$ cat config.mk
export PLATFORM = sky130hd
export DESIGN_NAME = axis_stream_arbiter
export DESIGN_NICKNAME = d
export VERILOG_FILES = /design/src/rtl/axis_stream_arbiter_pkg.sv /design/src/rtl/axis_stream_arbiter_rr_select.sv /design/src/rtl/axis_stream_arbiter.sv
export SDC_FILE = /design/constraint.sdc
export NUM_CORES = 1
export LEC_CHECK = 0
export ABC_AREA = 1
export CAP_MARGIN = 20
export CORE_AREA = 4 4 496 498
export DETAILED_ROUTE_END_ITERATION = 10
export DIE_AREA = 0 0 500 502
export PLACE_DENSITY = 0.35
export SLEW_MARGIN = 25
export SYNTH_ARGS = -nofsm -noshare
export SYNTH_HDL_FRONTEND = slang
export SYNTH_SLANG_ARGS = --single-unit
$ cat constraint.sdc
create_clock -name axis_clk -period 2.7 [get_ports axis_clk]
set_input_delay 0.54 -clock axis_clk [delete_from_list [all_inputs] [get_ports axis_clk]]
set_output_delay 0.54 -clock axis_clk [all_outputs]
set_load 0.05 [all_outputs]
$ cat src/rtl/axis_stream_arbiter_pkg.sv
`default_nettype none
// ============================================================================
// Module   : axis_stream_arbiter_pkg
// Brief    : Shared types and constants for the AXI-stream round-robin arbiter.
// Revision : 1.0 - initial release
// ============================================================================
package axis_stream_arbiter_pkg;

   typedef enum logic {ARB_IDLE, ARB_GRANT} arb_state_t;

   localparam int c_arb_max_inputs    = 16;
   localparam int c_arb_default_burst = 16;

endpackage
`default_nettype wire

$ cat src/rtl/axis_stream_arbiter_rr_select.sv
`default_nettype none
// ============================================================================
// Module   : rr_priority_select
// Brief    : Rotate-and-find-first over a request vector, starting after last_grant.
// Revision : 1.0 - initial release
// ============================================================================
module rr_priority_select #(
   parameter int NUM_INPUTS = 4,
   parameter int SEL_WIDTH  = $clog2(NUM_INPUTS)
) (
   input  logic [NUM_INPUTS-1:0] req,
   input  logic [SEL_WIDTH-1:0]  last_grant,
   output logic [SEL_WIDTH-1:0]  idx,
   output logic                  any
);

   logic [2*NUM_INPUTS-1:0] w_req_dbl;
   logic [2*NUM_INPUTS-1:0] w_req_rot;
   logic [SEL_WIDTH:0]      w_shift;
   int                      w_pos;
   int                      w_sum;

   // Doubling the vector turns the modular scan into a plain right shift.
   assign w_req_dbl = {req, req};
   assign w_shift   = {1'b0, last_grant} + 1'b1;
   assign w_req_rot = w_req_dbl >> w_shift;

   always_comb begin
      w_pos = 0;
      for (int p = NUM_INPUTS - 1; p >= 0; p--) begin
         if (w_req_rot[p]) begin
            w_pos = p;
         end
      end
      w_sum = int'(w_shift) + w_pos;
      if (w_sum >= NUM_INPUTS) begin
         w_sum = w_sum - NUM_INPUTS;
      end
      idx = SEL_WIDTH'(w_sum);
      any = |req;
   end

endmodule
`default_nettype wire

$ cat src/rtl/axis_stream_arbiter.sv
`default_nettype none
// ============================================================================
// Module   : axis_stream_arbiter
// Brief    : Round-robin burst arbiter merging several AXI streams, tagging each beat with its source.
// Revision : 1.0 - initial release
// ============================================================================
module axis_stream_arbiter
   import axis_stream_arbiter_pkg::*;
#(
   parameter int NUM_INPUTS = 4,
   parameter int BUS_WIDTH  = 256,
   parameter int BURST_LEN  = c_arb_default_burst,
   parameter int SEL_WIDTH  = $clog2(NUM_INPUTS)
) (
   input  logic                            axis_clk,
   input  logic                            rst,
   input  logic [NUM_INPUTS-1:0]           s_axis_tvalid,
   output logic [NUM_INPUTS-1:0]           s_axis_tready,
   input  logic [NUM_INPUTS*BUS_WIDTH-1:0] s_axis_tdata,
   output logic [BUS_WIDTH-1:0]            m_axis_tdata,
   output logic                            m_axis_tvalid,
   input  logic                            m_axis_tready,
   output logic [SEL_WIDTH-1:0]            m_axis_tsel,
   output logic                            grant_active
);

   if (NUM_INPUTS < 2 || NUM_INPUTS > c_arb_max_inputs || BURST_LEN < 1 || BURST_LEN > 256) begin : g_param_check
      $error("axis_stream_arbiter: parameter out of range");
   end

   arb_state_t             r_state;
   logic [SEL_WIDTH-1:0]   r_grant;
   logic [SEL_WIDTH-1:0]   r_last_grant;
   logic [7:0]             r_beat_cnt;
   logic [BUS_WIDTH-1:0]   r_m_tdata;
   logic                   r_m_tvalid;
   logic [SEL_WIDTH-1:0]   r_m_tsel;
   logic                   r_grant_active;

   logic [SEL_WIDTH-1:0]   w_sel_idx;
   logic                   w_sel_any;
   logic                   w_stage_ready;
   logic                   w_grant_valid;
   logic [BUS_WIDTH-1:0]   w_grant_data;
   logic                   w_accept;
   logic                   w_last_beat;

   rr_priority_select #(
      .NUM_INPUTS (NUM_INPUTS),
      .SEL_WIDTH  (SEL_WIDTH)
   ) u_rr_select (
      .req        (s_axis_tvalid),
      .last_grant (r_last_grant),
      .idx        (w_sel_idx),
      .any        (w_sel_any)
   );

   assign w_stage_ready = !r_m_tvalid || m_axis_tready;

   // Ready is gated by state and output-stage occupancy only, never by tvalid.
   always_comb begin
      w_grant_valid = 1'b0;
      w_grant_data  = '0;
      s_axis_tready = '0;
      for (int i = 0; i < NUM_INPUTS; i++) begin
         if (r_grant == SEL_WIDTH'(i)) begin
            w_grant_valid    = s_axis_tvalid[i];
            w_grant_data     = s_axis_tdata[i*BUS_WIDTH +: BUS_WIDTH];
            s_axis_tready[i] = (r_state == ARB_GRANT) && w_stage_ready;
         end
      end
   end

   assign w_accept    = (r_state == ARB_GRANT) && w_grant_valid && w_stage_ready;
   assign w_last_beat = (r_beat_cnt == 8'(BURST_LEN - 1));

   always_ff @(posedge axis_clk or negedge rst) begin
      if (!rst) begin
         r_state        <= ARB_IDLE;
         r_grant        <= '0;
         r_last_grant   <= SEL_WIDTH'(NUM_INPUTS - 1);
         r_beat_cnt     <= '0;
         r_m_tdata      <= '0;
         r_m_tvalid     <= 1'b0;
         r_m_tsel       <= '0;
         r_grant_active <= 1'b0;
      end else begin
         if (w_accept) begin
            r_m_tvalid <= 1'b1;
            r_m_tdata  <= w_grant_data;
            r_m_tsel   <= r_grant;
         end else if (m_axis_tready) begin
            r_m_tvalid <= 1'b0;
         end

         case (r_state)
            ARB_IDLE: begin
               if (w_sel_any) begin
                  r_grant        <= w_sel_idx;
                  r_beat_cnt     <= '0;
                  r_state        <= ARB_GRANT;
                  r_grant_active <= 1'b1;
               end
            end
            ARB_GRANT: begin
               if (w_accept) begin
                  r_beat_cnt <= r_beat_cnt + 8'd1;
               end
               // A completed burst or a source gap both hand the bus back.
               if ((w_accept && w_last_beat) || !w_grant_valid) begin
                  r_state        <= ARB_IDLE;
                  r_last_grant   <= r_grant;
                  r_grant_active <= 1'b0;
               end
            end
            default: begin
               r_state        <= ARB_IDLE;
               r_grant_active <= 1'b0;
            end
         endcase
      end
   end

   assign m_axis_tdata  = r_m_tdata;
   assign m_axis_tvalid = r_m_tvalid;
   assign m_axis_tsel   = r_m_tsel;
   assign grant_active  = r_grant_active;

endmodule
`default_nettype wire

---- After elaboration in Yosys (flattened, before gate mapping) ----
Index checks and enable logic that the tools add are counted.
word-level totals
  output and inout port bits .............. 264
  bits in registers ....................... 273
  logic and storage cells ................. 65
  bits of input ports ..................... 1031
cells by class
  bitwise logic cells ..................... 1
  shift-type cells ........................ 1
  reduce and logical (&&, ||, !) cells .... 15
  order comparisons ....................... 1
  mux-type cells .......................... 28
  $add $sub $neg .......................... 4
  eq/ne operators ......................... 7
operators with widths
  cell                                                               count
  2-to-1 mux 256 bit                                                 4
  2-to-1 mux 8 bit                                                   2
  case mux 8 bit (2 select lines)                                    1
  2-to-1 mux 1 bit                                                   14
  2-to-1 mux 2 bit                                                   5
  adder 8 x 1 -> 8 bit, second input constant                        1
  == test 8 x 4 -> 1 bit, second input constant                      1
  AND reduction 2 bit                                                4
  right shift 8 x 3 -> 4 bit                                         1
  != test 2 x 1 -> 1 bit, second input constant                      3
  adder 3 x 2 -> 4 bit                                               1
  == test 2 bit, second input constant                               2
  greater-or-equal comparator 4 x 3 -> 1 bit, second input constant  1
  logical AND 1 bit                                                  4
  case mux 1 bit (2 select lines)                                    2
  OR reduction 4 bit                                                 1
  adder 2 x 1 -> 3 bit, second input constant                        1
  == test 2 x 1 -> 1 bit, second input constant                      1
  zero test 1 bit                                                    2
  zero test 2 bit                                                    1
  logical OR 1 bit                                                   2
  nonzero test 2 bit                                                 1
  subtractor 2 x 1 -> 2 bit, second input constant                   1
  inverter 1 bit                                                     1

---- Logic depth before layout (Yosys ltp) ----
  depth after elaboration ................. 11
  depth in mapped cells ................... 12
  gate-level depth less buffers ........... 12

---- Cells and area by module ----
From an unflattened synthesis, not the netlist that was laid out.
second synthesis, totals
  cell total of the unflattened synthesis .. 2390
  area total of the unflattened synthesis .. 16156.7 um^2
by module, submodules not included
  module               area an instance (um^2)  instances  cells an instance  sequential area each (um^2)
  axis_stream_arbiter  15974.1                  1          2350               6834.1
  rr_priority_select   182.7                    1          40                 0.0

---- Worst setup path after synthesis ----
No wires, ideal clock.
  path kind ............................... reg-to-output
  start ................................... register r_grant[1]
  end ..................................... output port s_axis_tready[2]
  cell stages (with the launch flop) ...... 7
  arrival time ............................ 2077 ps
  slack ................................... 83 ps
  path through ............................ dfrtp_1 buf_4 buf_4 inv_4 buf_2 buf_2 nor3_1
on the way
  cells in the longest elaborated chain, start to end .. 2
ends and longest elaborated chain
  item                      line                       RTL
  start: declaration        axis_stream_arbiter.sv:32  logic [SEL_WIDTH-1:0] r_grant;
  start signal: assignment  axis_stream_arbiter.sv:99  r_grant <= w_sel_idx;
  == test 2 bit             axis_stream_arbiter.sv:66  if (r_grant == SEL_WIDTH'(i)) begin
  2-to-1 mux 1 bit          axis_stream_arbiter.sv:66
  end: declaration          axis_stream_arbiter.sv:18  output logic [NUM_INPUTS-1:0] s_axis_tready,
Every way passes these cells.

---- Worst setup path in the final report ----
  start ................................... register r_grant[0]
  end ..................................... output port s_axis_tready[3]
The elaborated chain is that of the path after synthesis.

==> flow_metrics.env <==
export IMPL_setup_viol=0
export IMPL_synthMuxAreaShare_pct=0
export IMPL_max_stage_delay_ps=500
export IMPL_outcome="finished clean"
export IMPL_finClkSkew_ps=28.2
export IMPL_slew_violations=0
export IMPL_cts_root_buf="clkbuf_16"
export IMPL_cts_path_max_buffers=3
export IMPL_cp_max_fo=30
export IMPL_io_buffers=1294
export IMPL_cts_sinks=273
export IMPL_layout_commonest_cell="clkdlybuf4s50_1"
export IMPL_synth_fa_ha_area_share_pct=0.152
export IMPL_syn_inst=2367
export IMPL_ys_ff_latch=273
export IMPL_p_per_area_mw_per_mm2=1240
export IMPL_synth_seq_area_share_pct=41.5
export IMPL_die_w_um=500
export IMPL_start_util_pct=6.81
export IMPL_vias=24343
export IMPL_grt_pass1_vias=24591
export IMPL_io_pins=1295
export IMPL_cts_max_level=2
export IMPL_peakVddDrop_v=0.000534
export IMPL_drtAntennaViolNets=0
export IMPL_r2r_start="r_grant[0]$_DFFE_PN0P_"
export IMPL_finalCritPeriodShare_pct=95.7
export IMPL_synthesis_nets=3400
export IMPL_drive_gt1_share_pct=7.06
export IMPL_critical_path_class="reg -> out"
export IMPL_areaGrowthSynthToFinish_pct=115
export IMPL_wl_per_cell_um=31.4
export IMPL_worst_ep_arrival_time_ps=2040
export IMPL_synth_avg_cell_area_um2=6.96
export IMPL_cts_made_buffers=45
export IMPL_min_period_ps=2580
export IMPL_r2r_slack_ps=200
export IMPL_hold_depth=2
export IMPL_setup_worst_path_end_class="output pin"
export IMPL_min_to="m_axis_tdata[33]$_DFFE_PN0P_"
export IMPL_relSlewSlack_pct=33.4
export IMPL_layout_cells_non_filler=6917
export IMPL_synth_compound_area_share_pct=20.2
export IMPL_antenna_found_initial=236
export IMPL_synth_xor_area_share_pct=0.0532
export IMPL_fill_cells=27910
export IMPL_final_cell_mix="1248 x clkdlybuf4s50_1, 809 x nand2_1, 394 x nand3_1, 287 x o21ai_0, 268 x dfrtp_1"
export IMPL_syn_area_mm2=0.0165
export IMPL_clkTransAtPathRegs_ps=60
export IMPL_cp_cell_sequence="buf_4, nand2_8, buf_16, nor2_1, buf_12"
export IMPL_yosys_warnings=0
export IMPL_critPathSlowestCell="dfrtp_4"
export IMPL_utilization_pct=14.6
export IMPL_maxCapViolations=0
export IMPL_via_per_inst=3.52
export IMPL_rsz0062_at_grt="false"
export IMPL_power_w=0.0438
export IMPL_drt_iter0_drc=2036
export IMPL_track_usage_pct=16.6
export IMPL_path_buf_inv=3
export IMPL_dieArea_mm2=0.251
export IMPL_crit_family="buffers and inverters"
export IMPL_hold_path_class="reg -> reg"
export IMPL_yosysUniqueCellTypes=27
export IMPL_r2r_end="m_axis_tdata[200]$_DFFE_PN0P_"
export IMPL_routed_wl_um=217000
export IMPL_grt_overflow=0
export IMPL_p_leak_nw=13.6
export IMPL_die_h_um=502
export IMPL_worstHoldStart="m_axis_tdata[33]$_DFFE_PN0P_"
export IMPL_fin_setup_tns_ps=0
export IMPL_dpl_hpwl_um=186000
export IMPL_critPathLaunch="r_grant[0]$_DFFE_PN0P_"
export IMPL_grt_pass1_wl_um=271000
export IMPL_required_ps=2160
export IMPL_place_inst=6782
export IMPL_nets=4671
export IMPL_rows=181
export IMPL_clk_latency_ps=650
export IMPL_place_gp_congestion=0.933
export IMPL_drc=0
export IMPL_synth_simple_gate_area_share_pct=31.3
export IMPL_synth_top_family_by_area="simple AND/OR/NAND/NOR gates"
export IMPL_r2r_cells=9
export IMPL_core_mm2=0.242
export IMPL_tritoncts="done"
export IMPL_fmax_ghz=0.387
export IMPL_grt_max_degree=70
export IMPL_firstDrtPassIters=6
export IMPL_hold_viol_final=0
export IMPL_tightest_slew_ps=989
export IMPL_start_kind="register"
==> synth_stat cells <==
master    instances  area share, %
nor2_1            6           0.14
inv_4             1          0.038
nand4_1           7           0.27
nand2_1         809             18
dfrtp_1         271             41
nand3_1         394             12
xor2_1            1          0.053
buf_6            14           0.96
ha_1              2           0.15
buf_4            28            1.3
a21oi_1         153            4.6
clkinv_2          1          0.030
o21ai_2           1          0.053
nor2_4            2           0.14
nand3b_1          1          0.046
nor3_1            6           0.18
o21ai_1         165            5.0
buf_2            61            1.9
a221oi_1         31            1.6
inv_1            22           0.50
clkbuf_1         96            2.2
o31ai_1           1          0.046
nand2_2           3           0.11
o21a_1            1          0.046
dfstp_2           2           0.32
o21ai_0         287            8.7
and2_1            1          0.038
==> stage by stage <==
stage | worst slack [ps] | cell area [µm²] | hold slack (ps)
5_1_grt | 21.7 | 35400 | 460
3_3_place_gp | 137 | 33700 | 465
6_report | 116 | 35500 | 485
3_5_place_dp | 176 | 33700 | 474
2_1_floorplan | 83.4 | 16500 | 244
4_1_cts | 21.4 | 35300 | 410
==> logic make-up (layout without fill, tap and decap cells) <==
family,Yosys count,after routing
simple gates,1229,1229
other cells,0,46
flops,273,273
buf+inv,223,1525
compound gates,639,639
fa+ha+maj,2,2
xor+xnor,1,1
==> area by class of cell <==
class	instances	area [µm²]	share of cell area [%]
clock buffer	62	1260	3.55
clock inverter	16	174	0.490
multi-input combinational	1871	8550	24.1
timing repair buffer	1423	14400	40.6
sequential	273	6840	19.3
inverter	24	114	0.321
tap	3202	4010	11.3
antenna	46	115	0.325
==> metal layers <==
metal | vias up | wire (µm) | GRT usage (%) | share of wire (%)
li1 | 10714 | - | - | -
met1 | 11538 | 89100 | 20.1 | 41
met2 | 1522 | 96600 | 26.2 | 44
met3 | 427 | 24800 | 7.84 | 11
met4 | 142 | 5920 | 4.31 | 2.7
met5 | - | 960 | 0 | 0.44
==> worst max path at each step <==
stage | to | slack, ps | cells past startpoint
2_1_floorplan | s_axis_tready[2] | 80 | 6
3_3_place_gp | s_axis_tready[1] | 140 | 7
3_5_place_dp | m_axis_tdata[83]$_DFFE_PN0P_ | 180 | 7
4_1_cts | s_axis_tready[3] | 20 | 5
5_1_grt | s_axis_tready[0] | 20 | 4
6_report | s_axis_tready[3] | 120 | 5
==> sequential cells by signal, indices dropped and copies added (netlist names) <==
register and cells:
grant_active 1, m_axis_tvalid 1, r_last_grant 2, r_state 1
r_beat_cnt 8, r_grant 2, m_axis_tsel 2, m_axis_tdata 256
==> power by group <==
part / total, W / leakage (nW) / internal, W / switching [W]
Sequential: 0.00733 / 3.43 / 0.00607 / 0.00126
Clock: 0.00609 / 0.700 / 0.00352 / 0.00257
Combinational: 0.0304 / 9.48 / 0.00940 / 0.0210
==> repair_timing <==
action	4_1_cts	5_1_grt
resized for setup	5	2
setup endpoints to repair	4	33
hold buffers	1	0
pin swaps	0	1
setup buffers	6	2
cloned	2	0
endpoints found under the hold margin	26	0
==> worst reg2reg max path, delay by kind of cell (launching register included) <==
kind	cells	cell delay, ps
DFF	1	500
and+or+nand+nor	3	460
buffers and inverters	4	850
AOI/OAI and AO/OA	2	600
(Power assumes the default switching activity.)
